### config.mk
export PLATFORM = sky130hd
export DESIGN_NAME = crc_stream_gen
export DESIGN_NICKNAME = d
export VERILOG_FILES = /design/src/rtl/crc_stream_pkg.sv /design/src/rtl/crc_lfsr_step.sv /design/src/rtl/crc_stream_gen.sv
export SDC_FILE = /design/constraint.sdc
export NUM_CORES = 1
export LEC_CHECK = 0
export CORE_UTILIZATION = 53
export DETAILED_ROUTE_END_ITERATION = 16
export PLACE_DENSITY = 0.76
export SLEW_MARGIN = 15
export SYNTH_ARGS = -nofsm -noshare
export SYNTH_HDL_FRONTEND = slang
export SYNTH_SLANG_ARGS = --single-unit
### constraint.sdc
create_clock -name CLK -period 1.5 [get_ports CLK]
set_input_delay 0.225 -clock CLK [delete_from_list [all_inputs] [get_ports CLK]]
set_output_delay 0.225 -clock CLK [all_outputs]
set_load 0.01 [all_outputs]
### src/rtl/crc_stream_pkg.sv
// Shared types and default parameters for the serial CRC generator.
// The FSM state encoding lives here so the top and any future checker agree on it.
package crc_stream_pkg;

  localparam int          DEF_WIDTH = 8;
  localparam logic [31:0] DEF_POLY  = 32'h44;
  localparam logic [31:0] DEF_SEED  = 32'hD8;

  typedef logic [1:0] state_t;

  localparam state_t ST_IDLE  = 2'd0;
  localparam state_t ST_SHIFT = 2'd1;
  localparam state_t ST_EMIT  = 2'd2;

endpackage

### src/rtl/crc_lfsr_step.sv
// One serial update of the Galois-style CRC register: shift toward stage 0,
// XOR the feedback bit into every stage whose POLY tap is set.
module crc_lfsr_step
  import crc_stream_pkg::*;
#(
  parameter int               WIDTH = DEF_WIDTH,
  parameter logic [WIDTH-1:0] POLY  = WIDTH'(DEF_POLY)
) (
  input  logic [WIDTH-1:0] lfsr,
  input  logic             data_in,
  output logic [WIDTH-1:0] lfsr_next
);

  logic fb;

  // NOTE: every output of a combinational block gets a value on every path;
  // a missing assignment would silently infer a latch.
  always_comb begin
    fb        = lfsr[0] ^ data_in;
    lfsr_next = '0;
    for (int i = 0; i < WIDTH - 1; i++) begin
      lfsr_next[i] = lfsr[i+1] ^ (POLY[i] & fb);
    end
    lfsr_next[WIDTH-1] = fb;
  end

endmodule

### src/rtl/crc_stream_gen.sv
// Serial CRC generator: absorbs a bit stream, then emits the register LSB first
// under OUT_RDY flow control. Define CRC_STREAM_CHECK_EN to add a check-only mode.
module crc_stream_gen
  import crc_stream_pkg::*;
#(
  parameter int               WIDTH = DEF_WIDTH,
  parameter logic [WIDTH-1:0] POLY  = WIDTH'(DEF_POLY),
  parameter logic [WIDTH-1:0] SEED  = WIDTH'(DEF_SEED)
) (
  input  logic CLK,
  input  logic RST,
  input  logic DATA_IN,
  input  logic DATA_VLD,
  input  logic FRAME_END,
  input  logic OUT_RDY,
  output logic CRC_OUT,
  output logic CRC_VLD,
  output logic BUSY,
  output logic DROP
`ifdef CRC_STREAM_CHECK_EN
  ,
  input  logic CHK_MODE,
  output logic CHK_DONE,
  output logic CRC_ERR
`endif
);

  localparam int            CW       = $clog2(WIDTH + 1);
  localparam logic [CW-1:0] LAST_BIT = CW'(WIDTH - 1);

  state_t           state;
  logic [WIDTH-1:0] lfsr;
  logic [WIDTH-1:0] lfsr_next;
  logic [WIDTH-1:0] absorbed;
  logic [CW-1:0]    cnt;
  logic             accepting;
  logic             chk_sel;

  crc_lfsr_step #(
    .WIDTH (WIDTH),
    .POLY  (POLY)
  ) u_step (
    .lfsr      (lfsr),
    .data_in   (DATA_IN),
    .lfsr_next (lfsr_next)
  );

  // A bit arriving together with FRAME_END is folded in before the frame closes.
  assign absorbed  = DATA_VLD ? lfsr_next : lfsr;
  assign accepting = (state == ST_IDLE) || (state == ST_SHIFT);

`ifdef CRC_STREAM_CHECK_EN
  assign chk_sel = CHK_MODE;
`else
  assign chk_sel = 1'b0;
`endif

  assign CRC_VLD = (state == ST_EMIT);
  assign CRC_OUT = CRC_VLD & lfsr[0];
  assign BUSY    = (state != ST_IDLE);

  // NOTE: sequential state uses non-blocking assignments so every register
  // samples pre-edge values regardless of statement order.
  always_ff @(posedge CLK or negedge RST) begin
    if (!RST) begin
      state <= ST_IDLE;
      lfsr  <= SEED;
      cnt   <= '0;
      DROP  <= 1'b0;
    end else begin
      DROP <= 1'b0;
      case (state)
        ST_IDLE, ST_SHIFT: begin
          lfsr <= absorbed;
          if (DATA_VLD) state <= ST_SHIFT;
          if (FRAME_END) begin
            if (chk_sel) begin
              lfsr  <= SEED;
              state <= ST_IDLE;
            end else begin
              state <= ST_EMIT;
              cnt   <= '0;
            end
          end
        end
        ST_EMIT: begin
          DROP <= DATA_VLD | FRAME_END;
          if (OUT_RDY) begin
            if (cnt == LAST_BIT) begin
              state <= ST_IDLE;
              lfsr  <= SEED;
              cnt   <= '0;
            end else begin
              lfsr <= lfsr >> 1;
              cnt  <= cnt + 1'b1;
            end
          end
        end
        default: begin
          state <= ST_IDLE;
          lfsr  <= SEED;
          cnt   <= '0;
        end
      endcase
    end
  end

`ifdef CRC_STREAM_CHECK_EN
  // A received frame that includes its own CRC leaves the register at zero.
  always_ff @(posedge CLK or negedge RST) begin
    if (!RST) begin
      CHK_DONE <= 1'b0;
      CRC_ERR  <= 1'b0;
    end else begin
      CHK_DONE <= accepting & FRAME_END & CHK_MODE;
      CRC_ERR  <= accepting & FRAME_END & CHK_MODE & (absorbed != '0);
    end
  end
`endif

endmodule

* Word level (Yosys, flattened, before mapping)
Cells that the tools add are included.
Storage, ports and cells: register bits after elaboration 15, bits of input ports 6, output and inout bits 4, word-level logic and storage cells 38
Cells by class: $add $sub $neg 1, eq/ne operators 8, multiplexer cells 14, bitwise gates (word level) 5, reduce and logical (&&, ||, !) cells 6
Operators by type and width (count):
- 8-bit two-way mux | 3
- 8-bit case mux with 2 select lines | 1
- 4-bit two-way mux | 3
- 2-bit two-way mux | 4
- 4-bit case mux with 2 select lines | 1
- 2-bit inequality test, second input constant | 3
- 4-bit by 1-bit adder with 4-bit output, second input constant | 1
- 4-bit by 3-bit equality test with 1-bit output, second input constant | 1
- 2-bit case mux with 2 select lines | 1
- 2-bit AND reduction | 2
- 3-bit inequality test, second input constant | 1
- 3-bit AND reduction | 1
- 1-bit XOR | 3
- 2-bit by 1-bit equality test with 1-bit output, second input constant | 1
- 2-bit equality test, second input constant | 1
- 2-bit zero test | 1
- 2-bit by 1-bit inequality test with 1-bit output, second input constant | 1
- 2-bit nonzero test | 1
- 2-bit OR reduction | 1
- 1-bit AND | 1
- 1-bit two-way mux | 1
- 1-bit bitwise OR | 1

* Depth between registers and ports, before layout
word-level depth 4, depth in mapped cells 5, gate-level depth less buffers 4

* Modules after synthesis
From an unflattened synthesis, not the netlist that was laid out.
Unflattened totals: cell total of the unflattened synthesis 80, area total of the unflattened synthesis 882.1 sq um
Modules (own cells, without submodules):
- crc_stream_gen | times used 1, cells an instance 71, area an instance 780.7 sq um, sequential area each 380.4 sq um
- crc_lfsr_step | times used 1, cells an instance 9, area an instance 101.3 sq um, sequential area each 0.0 sq um

* Worst setup path before layout
OpenSTA, ideal clock, no wires.
path type reg2reg, from register state[1], to register lfsr[2], setup time 0.086 ns, arrival 1.157 ns, data required time 1.414 ns, setup slack 0.257 ns, cell stages (with the launch flop) 6, path buffers 2, clock period less this slack 1.243 ns, path through dfrtp_1 buf_6 buf_4 nor3b_1 nor2_1 a32oi_1
On the way: word-level cells in the longest chain between the ends 4, elaborated cells on any way between the ends 8, those cells by class eq/ne (4); mux (1); reduce/logical (3)
RTL lines:
- start, declared | RTL line crc_stream_gen.sv:31 | state_t state;
- start signal, assigned | RTL line crc_stream_gen.sv:66 | state <= ST_IDLE;
- start signal, assigned | RTL line crc_stream_gen.sv:75 | if (DATA_VLD) state <= ST_SHIFT;
- start signal, assigned | RTL line crc_stream_gen.sv:79 | state <= ST_IDLE;
- 2-bit by 1-bit equality test with 1-bit output / 2-bit zero test (equally long branches) | RTL line crc_stream_gen.sv:72 | case (state)
- 2-bit OR reduction | RTL line crc_stream_gen.sv:72
- 2-bit inequality test (no line)
- 2-bit AND reduction (no line)
- end signal, assigned | RTL line crc_stream_gen.sv:74 | lfsr <= absorbed;
- end signal, assigned | RTL line crc_stream_gen.sv:94 | lfsr <= lfsr >> 1;
- end, declared | RTL line crc_stream_gen.sv:32 | logic [WIDTH-1:0] lfsr;
Parallel ways exist; a longest one is shown, timed or not. A chain may end at the register's enable or synchronous reset.

* Worst setup path after layout
from register state[0], to output BUSY
On the way: word-level cells in the longest chain between the ends 1
RTL lines:
- 2-bit nonzero test | RTL line crc_stream_gen.sv:60 | assign BUSY = (state != ST_IDLE);
- end, declared | RTL line crc_stream_gen.sv:18 | output logic BUSY,
Every way passes these cells.

==> reports/summary.txt <==
Avg WL per Cell: 14.5 um
vias in the first global route: 704
H-tree levels: 1
Die W: 43.0 um
Synth top area share: 0.309
GRT Residual Overflow: 0
met2 Use GR: 0.318
Net count, final: 116
total wire length: 1800 um
synthesized instance count: 84
fin worst setup slack: 0.0726 ns
CTS buffer count: 3
register area share after synthesis: 0.428
DP Worst Slack: -0.0914 ns
Synth area leader: dfrtp_1
Synth area leaders: dfrtp_1 (31%), dfstp_2 (12%), o21ai_0 (6.8%), a2bb2oi_1 (3.0%), buf_6 (2.5%)
Final Hold Vio Count: 0
vias after detailed routing: 719
worst hold-check path type: in -> async
GRT met1 Usage: 0.360
slew at the pin with the worst max-slew slack: 0.363 ns
worst r2r path cells: 6
Setup Skew: 0.00960 ns
final-report setup violation count: 0
Root Buffer: clkbuf_4
Async S/R FF share, synth: 1.00
share of layout cells above drive strength 1: 0.361
Mapped Avg Cell Area: 10.6 um2
largest net degree at the start of global routing: 19
RR Endpoint: cnt[3]$_DFFE_PN0P_
WP data required: 1.27 ns
Post-synth top cells: o21ai_0 (12), dfrtp_1 (11), nor2_1 (6)
worst path arrival time: 1.20 ns
Die Span Y: 43.0 um
ys flop type: dfrtp_1
Pre-antenna DRT Iters: 4
# diodes: 0
period utilization: 0.952
number of port buffers: 9
crit-path cells: or2_2 -> clkdlybuf4s15_1
syn_nets: 91
Row Count: 14
gr usage total: 0.230
origin of the critical flop-to-flop path: state[1]$_DFFE_PN0P_
Placed Cells: 119
max_cap viols: 0
Residual DRC: 0
CP max stage cell: dfrtp_1
Worst Setup End Kind: output port
drt first-iter violations: 20
IO Count: 10
GPL Wtd Cong: 0.848
hold-fix buffers at CTS: 0
RSZ-0062 raised after global routing: yes
Hold Worst Slack: 0.250 ns
Skew-Pair Late Insertion Delay: 0.28 ns
fin crit period: 1.43 ns
crit path kind: reg -> out
Ys Warns: 0
grt met3 use: 0.0426
via-per-instance ratio: 5.80
fin. max-slew vios: 0
Power Dens Cells: 1680 mW/mm2
CTS tree: done
Post-Synthesis Cell Area: 890 um2
Worst slew margin: 0.754
DRT antenna net count: 0
busiest grt layer: met1
clock transition at the registers of the reported paths: 0.10 ns
critical path's largest stage delay: 0.41 ns
initial core utilization: 0.577
Max Fclk: 701 MHz
Startpoint Class: flip-flop
core area: 0.00154 mm2
run status: finished, final reports clean
Yosys cell types: 39
Yosys reg bits: 15
filler instances: 130
Worst Path Max Fanout: 3
Final Non-Filler Cells: 124
first-pass GRT wire length: 3190 um
maximum clock path buffer count: 2
Area growth, synth to finish: 25.5%
antenna violations before repair: 0
die area: 0.00185 mm2
VDD IR max: 1.07 mV
Worst R2R Setup Slack: 0.08 ns
EDFF count, synth: 0
most frequent cell after synthesis: o21ai_0
HPWL after DPL: 1370 um
P_leak: 0.472 nW
Sink Count: 15
==> metrics by stage <==
step,total power [mW],instance area (um2),TNS [ns],util
after floorplan,1.31,890,0,-
after global placement,1.60,1070,-0.138,0.692
after detailed placement,1.62,1070,-0.453,0.692
after CTS,1.84,1090,0,0.708
after global routing,2.03,1120,-0.00880,0.724
final,1.88,1120,0,0.724
==> cells by family (layout without fill, tap and decap cells) <==
logic type               after synthesis  in the layout  synth area share
buffers and inverters                  7             31            0.0506
multiplexers                           2              2            0.0295
adder cells (fa/ha/maj)                1              1            0.0141
AND/OR/NAND/NOR                       33             33             0.249
XOR/XNOR                               1              1           0.00985
AO/OA/AOI/OAI                         25             25             0.219
flip-flops                            15             15             0.428
==> layer usage <==
metal | part of all wire | wire length (um) | vias up
met5 | 0 | 0 | -
met4 | 0.0055 | 10 | 0
met3 | 0.029 | 52 | 2
met2 | 0.45 | 819 | 9
met1 | 0.51 | 921 | 347
li1 | - | - | 361
==> worst max path at each step <==
stage	from	endpoint	slack [ns]	depth (start not counted)
finish	state[0]$_DFFE_PN0P_	BUSY	0.07	2
global route	cnt[0]$_DFFE_PN0P_	lfsr[2]$_DFFE_PN0P_	-0.009	4
CTS	state[1]$_DFFE_PN0P_	cnt[3]$_DFFE_PN0P_	0.01	6
detailed placement	DATA_IN	lfsr[2]$_DFFE_PN0P_	-0.09	5
global placement	OUT_RDY	lfsr[2]$_DFFE_PN0P_	-0.04	4
floorplan	state[1]$_DFFE_PN0P_	lfsr[2]$_DFFE_PN0P_	0.26	5
==> critical path: cells and delay by family (launching register included) <==
family,cells,cell delay (ns)
buffers and inverters,1,0.23
and+or+nand+nor,1,0.30
DFF,1,0.41
==> power by group <==
part / total [mW] / switching (mW) / internal [mW] / leakage (nW)
registers: 0.713 / 0.118 / 0.595 / 0.176
logic: 0.937 / 0.425 / 0.512 / 0.278
clock network: 0.227 / 0.129 / 0.0987 / 0.0177
total: 1.88 / 0.672 / 1.21 / 0.472
==> registers in the layout, indices dropped and copies added, names as in the netlist <==
| signal | cells |
|---|---|
| DROP | 1 |
| cnt | 4 |
| lfsr | 8 |
| state | 2 |
==> layout make-up <==
class                           count  area [um2]  area share
Clock buffer                        3        22.5      0.0202
Multi-Input combinational cell     62         468       0.419
Tap cell                           16        20.0      0.0179
Timing Repair Buffer               23         205       0.184
Inverter                            4        15.0      0.0135
Sequential cell                    15         380       0.341
Clock inverter                      1        5.00     0.00448
==> cell usage in the layout (no fill, tap or decap), types with 2 or more instances in the layout <==
cell type,n
or2_2,2
o21ai_0,12
and3b_1,2
clkbuf_4,3
nor2_1,6
nand3_1,4
buf_6,2
nor2b_1,3
buf_2,2
nor3_1,3
clkdlybuf4s50_1,6
inv_1,3
a2bb2oi_1,3
dfrtp_1,11
buf_4,11
dfstp_2,4
nand4_1,2
==> timing repair <==
| item | in CTS | in global routing |
|---|---|---|
| resized for setup | 9 | 9 |
| buffers inserted | 1 | 0 |
| setup endpoints to repair | 3 | 13 |
| pin swaps | 0 | 1 |
Power figures use the tool's default switching activity.
